**config.mk**
```make
export PLATFORM = sky130hd
export DESIGN_NAME = alu_seq_unit
export DESIGN_NICKNAME = d
export VERILOG_FILES = /design/src/rtl/alu_seq_unit.sv
export SDC_FILE = /design/constraint.sdc
export NUM_CORES = 1
export LEC_CHECK = 0
export CORE_MARGIN = 10
export CORE_UTILIZATION = 49
export CTS_CLUSTER_SIZE = 20
export DETAILED_ROUTE_END_ITERATION = 10
export GPL_TIMING_DRIVEN = 0
export HOLD_SLACK_MARGIN = 0.08
export MAX_ROUTING_LAYER = met4
export PLACE_DENSITY_LB_ADDON = 0.3
export SYNTH_ARGS = -nofsm -noshare
export SYNTH_HDL_FRONTEND = slang
export SYNTH_SLANG_ARGS = --single-unit
```
**constraint.sdc**
```tcl
create_clock -name clk -period 7.7 [get_ports clk]
set_clock_uncertainty 0.1 [all_clocks]
set_input_delay 1.54 -clock clk [delete_from_list [all_inputs] [get_ports clk]]
set_output_delay 1.54 -clock clk [all_outputs]
set_load 0.01 [all_outputs]
```
**src/rtl/alu_seq_unit.sv**
```systemverilog
// ALU with op decode: single-cycle ops finish at the start edge, SHL takes one edge per bit, MUL one edge per multiplier bit.
// Latency 1 cycle (single-cycle/illegal), s (SHL), WIDTH (MUL); start is dropped, not queued, while busy.
module alu_seq_unit #(
  parameter int WIDTH  = 16,
  parameter bit MUL_EN = 1'b1
) (
  input  logic             clk,
  input  logic             rst_n,
  input  logic             start,
  input  logic [2:0]       alu_op,
  input  logic [8:0]       alu_function,
  input  logic [WIDTH-1:0] a,
  input  logic [WIDTH-1:0] b,
  output logic [WIDTH-1:0] result,
  output logic             zero,
  output logic             carry,
  output logic             err,
  output logic             busy,
  output logic             done
);

  localparam int SW = $clog2(WIDTH);
  localparam int CW = $clog2(WIDTH + 1);
  localparam logic [WIDTH:0] ONE_EXT = {{WIDTH{1'b0}}, 1'b1};

  typedef enum logic [1:0] {
    S_IDLE,
    S_SHIFT,
    S_MUL
  } state_t;

  typedef enum logic [3:0] {
    OP_AOUT,
    OP_BOUT,
    OP_ADD,
    OP_SUB,
    OP_AND,
    OP_OR,
    OP_NOTB,
    OP_SHL,
    OP_MUL,
    OP_ILL
  } op_t;

  state_t           state;
  op_t              op;
  logic [WIDTH-1:0] acc;
  logic [WIDTH-1:0] mcand;
  logic [WIDTH-1:0] mplier;
  logic [CW-1:0]    cnt;

  logic [SW-1:0]    amt;
  logic [WIDTH:0]   sum_ext;
  logic [WIDTH:0]   dif_ext;
  logic [WIDTH-1:0] sc_res;
  logic             sc_carry;
  logic [WIDTH-1:0] shl_nxt;
  logic [WIDTH-1:0] mul_nxt;

  assign amt = b[SW-1:0];

  // A forced alu_op wins; otherwise the function must match exactly one one-hot code.
  always_comb begin
    op = OP_ILL;
    if (alu_op[2]) begin
      case (alu_op[1:0])
        2'b00:   op = OP_ADD;
        2'b01:   op = OP_SUB;
        2'b10:   op = OP_AND;
        default: op = OP_OR;
      endcase
    end else if (alu_op == 3'b000) begin
      case (alu_function)
        9'h001:  op = OP_AOUT;
        9'h002:  op = OP_BOUT;
        9'h004:  op = OP_ADD;
        9'h008:  op = OP_SUB;
        9'h010:  op = OP_AND;
        9'h020:  op = OP_OR;
        9'h040:  op = OP_NOTB;
        9'h080:  op = OP_SHL;
        9'h100:  op = MUL_EN ? OP_MUL : OP_ILL;
        default: op = OP_ILL;
      endcase
    end
  end

  always_comb begin
    sum_ext  = {1'b0, a} + {1'b0, b};
    dif_ext  = {1'b0, a} + {1'b0, ~b} + ONE_EXT;
    sc_res   = '0;
    sc_carry = 1'b0;
    case (op)
      OP_AOUT: sc_res = a;
      OP_BOUT: sc_res = b;
      OP_ADD: begin
        sc_res   = sum_ext[WIDTH-1:0];
        sc_carry = sum_ext[WIDTH];
      end
      OP_SUB: begin
        // Carry-out of a + ~b + 1 is the no-borrow flag (a >= b unsigned).
        sc_res   = dif_ext[WIDTH-1:0];
        sc_carry = dif_ext[WIDTH];
      end
      OP_AND:  sc_res = a & b;
      OP_OR:   sc_res = a | b;
      OP_NOTB: sc_res = ~b;
      default: sc_res = '0;
    endcase
  end

  assign shl_nxt = {acc[WIDTH-2:0], 1'b0};
  assign mul_nxt = acc + (mplier[0] ? mcand : '0);

  always_ff @(posedge clk) begin
    if (!rst_n) begin
      state  <= S_IDLE;
      result <= '0;
      zero   <= 1'b0;
      carry  <= 1'b0;
      err    <= 1'b0;
      busy   <= 1'b0;
      done   <= 1'b0;
      acc    <= '0;
      mcand  <= '0;
      mplier <= '0;
      cnt    <= '0;
    end else begin
      done <= 1'b0;
      case (state)
        S_IDLE: begin
          if (start) begin
            case (op)
              OP_ILL: begin
                result <= '0;
                zero   <= 1'b0;
                carry  <= 1'b0;
                err    <= 1'b1;
                done   <= 1'b1;
              end
              OP_SHL: begin
                if (amt == '0) begin
                  result <= a;
                  zero   <= (a == '0);
                  carry  <= 1'b0;
                  err    <= 1'b0;
                  done   <= 1'b1;
                end else begin
                  state <= S_SHIFT;
                  busy  <= 1'b1;
                  acc   <= a;
                  cnt   <= CW'(amt);
                end
              end
              OP_MUL: begin
                state  <= S_MUL;
                busy   <= 1'b1;
                acc    <= '0;
                mcand  <= a;
                mplier <= b;
                cnt    <= CW'(WIDTH);
              end
              default: begin
                result <= sc_res;
                zero   <= (sc_res == '0);
                carry  <= sc_carry;
                err    <= 1'b0;
                done   <= 1'b1;
              end
            endcase
          end
        end

        S_SHIFT: begin
          acc <= shl_nxt;
          cnt <= cnt - CW'(1);
          if (cnt == CW'(1)) begin
            state  <= S_IDLE;
            busy   <= 1'b0;
            result <= shl_nxt;
            zero   <= (shl_nxt == '0);
            carry  <= 1'b0;
            err    <= 1'b0;
            done   <= 1'b1;
          end
        end

        S_MUL: begin
          // Shift-add: one multiplier bit consumed per edge, LSB first.
          acc    <= mul_nxt;
          mcand  <= {mcand[WIDTH-2:0], 1'b0};
          mplier <= {1'b0, mplier[WIDTH-1:1]};
          cnt    <= cnt - CW'(1);
          if (cnt == CW'(1)) begin
            state  <= S_IDLE;
            busy   <= 1'b0;
            result <= mul_nxt;
            zero   <= (mul_nxt == '0);
            carry  <= 1'b0;
            err    <= 1'b0;
            done   <= 1'b1;
          end
        end

        default: begin
          state <= S_IDLE;
          busy  <= 1'b0;
        end
      endcase
    end
  end

endmodule

```
==> results of run 1 <==
[cell usage in the layout, fill, tap and decap left out, types with 17 or more instances in the layout]
| cell | synthesis | layout |
|---|---|---|
| sky130_fd_sc_hd__nor2_1 | 114 | 114 |
| sky130_fd_sc_hd__nand2_1 | 88 | 88 |
| sky130_fd_sc_hd__o21ai_0 | 77 | 77 |
| sky130_fd_sc_hd__a21oi_1 | 76 | 76 |
| sky130_fd_sc_hd__dfxtp_1 | 76 | 76 |
| sky130_fd_sc_hd__ha_1 | 69 | 69 |
| sky130_fd_sc_hd__clkdlybuf4s50_1 | 0 | 63 |
| sky130_fd_sc_hd__inv_1 | 59 | 59 |
| sky130_fd_sc_hd__o211ai_1 | 51 | 51 |
| sky130_fd_sc_hd__clkbuf_1 | 47 | 48 |
| sky130_fd_sc_hd__a211oi_1 | 28 | 28 |
| sky130_fd_sc_hd__nor3_1 | 27 | 27 |
| sky130_fd_sc_hd__xnor2_1 | 22 | 22 |
| sky130_fd_sc_hd__and2_1 | 21 | 21 |
| sky130_fd_sc_hd__buf_2 | 20 | 20 |
| sky130_fd_sc_hd__nand3_1 | 18 | 18 |
| sky130_fd_sc_hd__nor4_1 | 17 | 17 |
[area by class of cell]
type	count	area share
Multi-Input combinational cell	843	0.632
Sequential cell	76	0.171
Timing Repair Buffer	63	0.0709
Buffer	71	0.0340
Clock buffer	13	0.0304
Tap cell	211	0.0297
Inverter	59	0.0249
Clock inverter	3	0.00759
[sequential cells by signal, indices dropped and copies added (netlist names)]
| register | count |
|---|---|
| zero | 1 |
| err | 1 |
| mcand | 16 |
| cnt | 5 |
| mplier | 16 |
| carry | 1 |
| busy | 1 |
| result | 16 |
| done | 1 |
| state | 2 |
| acc | 16 |
[per-stage QoR]
step,instance area [µm²],hold slack [ns]
floorplan,7660,0.360
finish,8900,0.358
detailed placement,8560,0.354
global placement,8560,0.346
CTS,8900,0.363
global route,8900,0.382
[worst reg2reg max path, delay by kind of cell, from the launching register on]
family,cells,cell delay (ns)
simple gates,4,1.11
buf+inv,1,0.24
compound gates,7,2.06
xor+xnor,1,0.14
flops,1,0.39
fa+ha+maj,2,0.63
[power by group through the flow]
stage               registers, µW  logic [µW]  clock network, µW
global placement              439         410                  0
CTS                           431         415                481
detailed placement            439         412                  0
finish                        431         430                487
global route                  434         458                496
floorplan                     439         256                  0
[final timing paths]
path	from	endpoint	slack [ns]	depth (start not counted)
setup / recovery	a[1]	zero$_SDFFE_PN0P_	1.74	14
hold / removal	result[2]$_SDFFE_PN0P_	result[2]$_SDFFE_PN0P_	0.36	2
setup reg to reg	mplier[0]$_SDFFE_PN0P_	zero$_SDFFE_PN0P_	2.95	15
hold reg to reg	result[2]$_SDFFE_PN0P_	result[2]$_SDFFE_PN0P_	0.36	2
[routing by layer]
metal / up-vias / GRT usage / part of all wire
li1: 4035 / - / -
met1: 4087 / 0.354 / 0.42
met2: 627 / 0.386 / 0.41
met3: 102 / 0.0584 / 0.12
met4: 0 / 0.108 / 0.044
met5: - / - / 0
[synthesized netlist by cell type, drive strengths merged (4+ instances only)]
| master | count |
|---|---|
| a21oi | 76 |
| nor2 | 114 |
| nor4b | 5 |
| or4 | 8 |
| or3 | 9 |
| a211o | 7 |
| o221ai | 6 |
| o22ai | 12 |
| inv | 59 |
| clkbuf | 47 |
| o21bai | 8 |
| a2111oi | 10 |
| a221oi | 10 |
| o21ai | 81 |
| xnor2 | 22 |
| nand3 | 20 |
| mux2i | 6 |
| o211a | 5 |
| a221o | 4 |
| a21o | 13 |
| o21a | 7 |
| a211oi | 28 |
| dfxtp | 76 |
| a22o | 6 |
| nor4 | 19 |
| a31oi | 8 |
| o211ai | 53 |
| nand2 | 89 |
| nor2b | 4 |
| xor2 | 13 |
| and2 | 21 |
| or2 | 5 |
| ha | 69 |
| nor3 | 28 |
| nand2b | 12 |
| o31ai | 4 |
| buf | 24 |
| a22oi | 8 |
[cell families (layout without fill, tap and decap cells)]
group | count (synthesis) | after routing
compound gates | 381 | 381
simple gates | 348 | 348
buf+inv | 130 | 209
flops | 76 | 76
fa+ha+maj | 72 | 72
xor+xnor | 35 | 35
mux | 7 | 7
==> load_flow_metrics.sql, run 1 <==
INSERT INTO impl_metrics (metric_group, metric, value, unit) VALUES
('outcome', 'status', 'completed', ''),
('drt', 'drtIter0Drc', '1247', ''),
('logic_synthesis', 'syn-cell-area', '7660', 'µm²'),
('layout', 'finish.utilization', '0.583', ''),
('logic_synthesis', 'synth_edf_count', '0', ''),
('logic_synthesis', 'synth.mux.area_fraction', '0.00930', ''),
('pwr', 'vdd.ir_drop.worst', '0.000172', 'V'),
('floorplan', 'io-pin-count', '68', ''),
('drt', 'drt_pre_antenna_iters', '6', ''),
('grt', 'grt_pass1_wl', '44.9', 'mm'),
('sta', 'timing.final.hold_violations', '0', ''),
('logic_synthesis', 'yosysWarnings', '0', ''),
('sta', 'grt_setup_unrepaired', 'no', ''),
('layout', 'layout.filler_cells', '1467', ''),
('worst_setup_path', 'crit_top_cell', 'sky130_fd_sc_hd__nor4_1', ''),
('worst_setup_path', 'timing.critical_path.fanout_max', '9', ''),
('clock_tree', 'postCtsResizedCells', '0', ''),
('logic_synthesis', 'synthSimpleGateAreaFrac', '0.223', ''),
('worst_setup_path', 'worstSetupEndpointType', 'flip-flop', ''),
('logic_synthesis', 'synth_xor_area_frac', '0.0400', ''),
('sta', 'post-route-worst-setup-slack', '1.74', 'ns'),
('drt', 'post_detailed_route_wirelength_per_cell', '22.0', 'µm'),
('min_path', 'hold_path.class', 'flip-flop to flip-flop', ''),
('logic_synthesis', 'seq_area_frac_synth', '0.198', ''),
('pwr', 'cellInternalPower', '887', 'µW'),
('worst_setup_path', 'timing.critical_path.arrival', '6.13', 'ns'),
('worst_setup_path', 'critPathKind', 'input port to flip-flop', ''),
('sta', 'slew_headroom', '0.312', ''),
('logic_synthesis', 'post_synthesis_sequential_element_count', '76', ''),
('sta', 'maxClockFrequency', '0.168', 'GHz'),
('grt', 'first_global_vias', '8181', ''),
('placement', 'detailed_place_hpwl', '22.8', 'mm'),
('floorplan', 'core', '15300', 'µm²'),
('sta', 'tns', '0', 'ns'),
('floorplan', 'die_h', '145', 'µm'),
('clock_tree', 'cts.htree.levels', '3', ''),
('pwr', 'power_switching', '462', 'µW'),
('layout', 'layout.area.seq', '1520', 'µm²'),
('logic_synthesis', 'postSynth.asyncResetShare', '0', ''),
('logic_synthesis', 'yosys.cell_types.count', '83', ''),
('worst_setup_path', 'crit_family', 'simple AND/OR/NAND/NOR gates', ''),
('pwr', 'share_clk_of_total_power', '0.361', ''),
('placement', 'portBuffers', '63', ''),
('sta', 'final-setup-viol-count', '0', ''),
('floorplan', 'die_width', '145', 'µm'),
('logic_synthesis', 'synthesis.area_per_instance', '7.31', 'µm²'),
('placement', 'placed_cells_incl_taps', '1323', ''),
('sta', 'fin_crit_sh', '0.774', ''),
('logic_synthesis', 'mappedNetlistNets', '1168', ''),
('sta', 'slew_violations', '0', ''),
('drt', 'detail_route.wirelength', '29.4', 'mm'),
('drt', 'route.detailed.vias_per_inst', '6.61', ''),
('logic_synthesis', 'synth_area_leaders', 'sky130_fd_sc_hd__dfxtp_1 20%, sky130_fd_sc_hd__ha_1 11%, sky130_fd_sc_hd__nor2_1 5.6%, sky130_fd_sc_hd__o21ai_0 5.0%, sky130_fd_sc_hd__o211ai_1 5.0%', ''),
('worst_setup_path', 'cp_slowest_stage_delay', '0.86', 'ns'),
('worst_setup_path', 'slowest_stage', 'sky130_fd_sc_hd__clkdlybuf4s50_1', ''),
('logic_synthesis', 'synth_compound_gate_area_share', '0.340', ''),
('clock_tree', 'cts_hold_repair.buffers', '0', ''),
('pwr', 'netSwitchingFraction', '0.342', ''),
('logic_synthesis', 'post-synth-top-area-cell', 'sky130_fd_sc_hd__dfxtp_1', ''),
('pwr', 'power.share.combinational', '0.319', ''),
('layout', 'fin_nets', '1242', ''),
('logic_synthesis', 'postSynthCellCount', '1049', ''),
('worst_setup_path', 'required_time_worst_endpoint', '7.87', 'ns'),
('pwr', 'report.power.total', '1350', 'µW'),
('logic_synthesis', 'dominantRegCellSynth', 'sky130_fd_sc_hd__dfxtp_1', ''),
('clock_tree', 'cts.repair_timing.setup_buffer_count', '0', ''),
('drt', 'drcViolationCount', '0', ''),
('flow_run', 'max_cap_viol_count', '0', ''),
('clock_tree', 'clk_pin_slew', '0.07', 'ns'),
('drt', 'detailroute.via_count', '8851', ''),
('clock_tree', 'cts-buffers-inserted', '9', '');
Note: power is estimated with default switching activity, not from simulation.
==> inputs of run 2 (changes only) <==
==> constraint.sdc (replaced) <==
create_clock -name clk -period 4.9 [get_ports clk]
set_clock_uncertainty 0.1 [all_clocks]
set_input_delay 0.98 -clock clk [delete_from_list [all_inputs] [get_ports clk]]
set_output_delay 0.98 -clock clk [all_outputs]
set_load 0.01 [all_outputs]
==> run 2 against run 1 <==
Compared with the run above:
- sequential power increased by 57%
- cell count shrank 0.15%
- hold slack better by 0.00052 ns
- clock-buffer cell count unchanged
- via count is 0.43% higher
- global-route usage about the same
- clock power grew 57%
- total power increased by 58%
- combinational power rose by 60%
- first-iteration DRC count rose by 13%
- critical path depth stayed put
==> load_flow_metrics.sql, run 2 (synthesized netlist as in run 1, its figures left out) <==
INSERT INTO impl_metrics (metric_group, metric, value, unit) VALUES
('grt', 'first_global_vias', '8177', ''),
('layout', 'antenna_cells', '0', ''),
('clock_tree', 'clk_pin_slew', '0.07', 'ns'),
('clock_tree', 'cell_at_the_root_of_the_clock_tree', 'sky130_fd_sc_hd__clkbuf_16', ''),
('layout', 'number_of_standard_cells_in_the_layout_taps_in_and_fillers_out', '1337', ''),
('drt', 'drcViolationCount', '0', ''),
('grt', 'grt_pass1_wl', '45.0', 'mm'),
('sta', 'worst_pin_slew', '0.921', 'ns'),
('floorplan', 'die_h', '145', 'µm'),
('worst_setup_path', 'worstSetupEndpointType', 'flip-flop', ''),
('floorplan', 'core', '15300', 'µm²'),
('worst_setup_path', 'r2r_cells', '15', ''),
('worst_setup_path', 'timing.rr.start', 'mplier[0]$_SDFFE_PN0P_', ''),
('grt', 'grt_max_degree', '13', ''),
('floorplan', 'dieArea', '21000', 'µm²'),
('clock_tree', 'cts.repair_timing.setup_buffer_count', '0', ''),
('layout', 'area.growth.synth_to_final', '17.3', '%'),
('pwr', 'p_leak', '0.00347', 'µW'),
('layout', 'layout_commonest_cell', 'sky130_fd_sc_hd__nor2_1', ''),
('sta', 'slew_headroom', '0.386', ''),
('sta', 'maxClockFrequency', '0.207', 'GHz'),
('worst_setup_path', 'critical_path.startpoint_type', 'input port', ''),
('clock_tree', 'cts-buffers-inserted', '9', ''),
('sta', 'slew_violations', '0', ''),
('clock_tree', 'cts_hold_repair.buffers', '0', ''),
('sta', 'period_needed', '4.83', 'ns'),
('worst_setup_path', 'timing.critical_path.arrival', '4.98', 'ns'),
('sta', 'final-setup-viol-count', '0', ''),
('worst_setup_path', 'critPathKind', 'input port to flip-flop', ''),
('clock_tree', 'cts-root-to-sink-buffers', '2', ''),
('min_path', 'hold_path.class', 'flip-flop to flip-flop', ''),
('sta', 'timing.final.hold_violations', '0', ''),
('drt', 'drtIter0Drc', '1403', ''),
('grt', 'number_of_antenna_violations_at_the_first_check_in_global_routing', '0', ''),
('pwr', 'power_per_cell_area', '237', 'nW/µm²'),
('drt', 'detail_route.wirelength', '29.5', 'mm'),
('outcome', 'status', 'completed', ''),
('placement', 'portBuffers', '63', ''),
('placement', 'placed_cell_area', '8560', 'µm²'),
('layout', 'finish.utilization', '0.589', ''),
('drt', 'route.detailed.vias_per_inst', '6.65', ''),
('floorplan', 'core.rowCount', '45', ''),
('clock_tree', 'cts_tree', 'yes', ''),
('placement', 'weighted_congestion_at_the_end_of_routability_driven_global_placement', '1.07', ''),
('min_path', 'hp-start', 'result[2]$_SDFFE_PN0P_', ''),
('worst_setup_path', 'cp-startpoint', 'a[5]', ''),
('clock_tree', 'clkLatencyLatePin', '0.35', 'ns'),
('sta', 'fin_crit_sh', '0.985', ''),
('pwr', 'vdd.ir_drop.worst', '0.000269', 'V'),
('drt', 'post_detailed_route_wirelength_per_cell', '22.1', 'µm'),
('flow_run', 'max_cap_viol_count', '0', ''),
('drt', 'final_antenna_net_count', '0', ''),
('layout', 'fin_nets', '1240', ''),
('floorplan', 'initial_cell_density_of_the_core', '0.502', ''),
('drt', 'detailroute.via_count', '8889', ''),
('layout', 'final_area', '8990', 'µm²'),
('grt', 'groute.usage.overall', '0.268', ''),
('layout', 'layout.cells.most_common_list', '113 x sky130_fd_sc_hd__nor2_1, 88 x sky130_fd_sc_hd__nand2_1, 76 x sky130_fd_sc_hd__o21ai_0, 76 x sky130_fd_sc_hd__dfxtp_1, 75 x sky130_fd_sc_hd__a21oi_1', ''),
('layout', 'share_of_final_layout_standard_cells_stronger_than_drive_strength_1', '0.0639', ''),
('drt', 'drt_pre_antenna_iters', '7', ''),
('worst_setup_path', 'required_time_worst_endpoint', '5.05', 'ns'),
('min_path', 'worst_hold_path.num_cells', '2', ''),
('placement', 'placed_cells_incl_taps', '1323', ''),
('floorplan', 'die_width', '145', 'µm'),
('sta', 'tns', '0', 'ns'),
('worst_setup_path', 'timing.critical_path.fanout_max', '7', ''),
('clock_tree', 'clock-sinks', '76', ''),
('placement', 'detailed_place_hpwl', '22.8', 'mm'),
('clock_tree', 'cts.htree.levels', '3', ''),
('floorplan', 'io-pin-count', '68', ''),
('grt', 'grt_overflow', '0', '');
-- run 2: critical path: stages --
cell and delay [ns]:
sky130_fd_sc_hd__clkdlybuf4s50_1 0.79, sky130_fd_sc_hd__inv_1 0.17, sky130_fd_sc_hd__ha_1 0.40, sky130_fd_sc_hd__o21ai_0 0.38
sky130_fd_sc_hd__o21bai_1 0.19, sky130_fd_sc_hd__nand3_1 0.18, sky130_fd_sc_hd__a21oi_1 0.12, sky130_fd_sc_hd__a311o_1 0.40
sky130_fd_sc_hd__a221oi_1 0.32, sky130_fd_sc_hd__mux2_2 0.37, sky130_fd_sc_hd__o211ai_1 0.15, sky130_fd_sc_hd__nand2b_1 0.18
sky130_fd_sc_hd__a21oi_1 0.07, sky130_fd_sc_hd__a221oi_1 0.27
-- run 2: cell type report --
class	instances	area (µm²)
Fill cell	1449	6270
Multi-Input combinational cell	843	5710
Sequential cell	76	1520
Timing Repair Buffer	63	634
Buffer	69	298
Clock buffer	13	270
Tap cell	211	264
Inverter	59	221
Clock inverter	3	67.6
-- run 2: per-layer routing --
layer / vias up / wire length, µm / track usage
li1: 4033 / - / -
met5: - / 0 / -
met4: 0 / 1280 / 0.105
met1: 4137 / 12500 / 0.354
met2: 601 / 12300 / 0.389
met3: 118 / 3410 / 0.0568
-- run 2: final timing paths --
check | slack [ns] | to
max | 0.07 | result[15]$_SDFFE_PN0P_
min | 0.36 | result[2]$_SDFFE_PN0P_
max reg2reg | 0.31 | zero$_SDFFE_PN0P_
min reg2reg | 0.36 | result[2]$_SDFFE_PN0P_
-- run 2: power breakdown --
part           internal [µW]  switching (µW)  leakage, µW
logic                    259             429      0.00269
clock network            488             275     0.000162
registers                651            26.8     0.000618
total                   1400             731      0.00347
-- run 2: through the flow --
| stage | hold WS, ns | setup slack, ns | power, µW |
|---|---|---|---|
| after floorplan | 0.360 | 1.04 | 1090 |
| final | 0.359 | 0.0718 | 2130 |
| after global placement | 0.346 | -0.536 | 1330 |
| after global routing | 0.382 | -0.0115 | 2190 |
| after detailed placement | 0.354 | -0.546 | 1340 |
| after CTS | 0.363 | 0.0321 | 2090 |
-- run 2: repair_timing --
item,4_1_cts,5_1_grt
resized for setup,5,18
pin swaps,0,1
endpoints found under the setup margin,6,31
==> inputs of run 3 (changes only) <==
--- a/config.mk
+++ b/config.mk
@@ -7,6 +7,7 @@
 export LEC_CHECK = 0
 export CORE_MARGIN = 10
 export CORE_UTILIZATION = 49
+export CTS_CLUSTER_DIAMETER = 120
 export CTS_CLUSTER_SIZE = 20
 export DETAILED_ROUTE_END_ITERATION = 10
 export GPL_TIMING_DRIVEN = 0
==> results of run 3 <==
Final layout, timing and power as in run 2 (identical DEF).
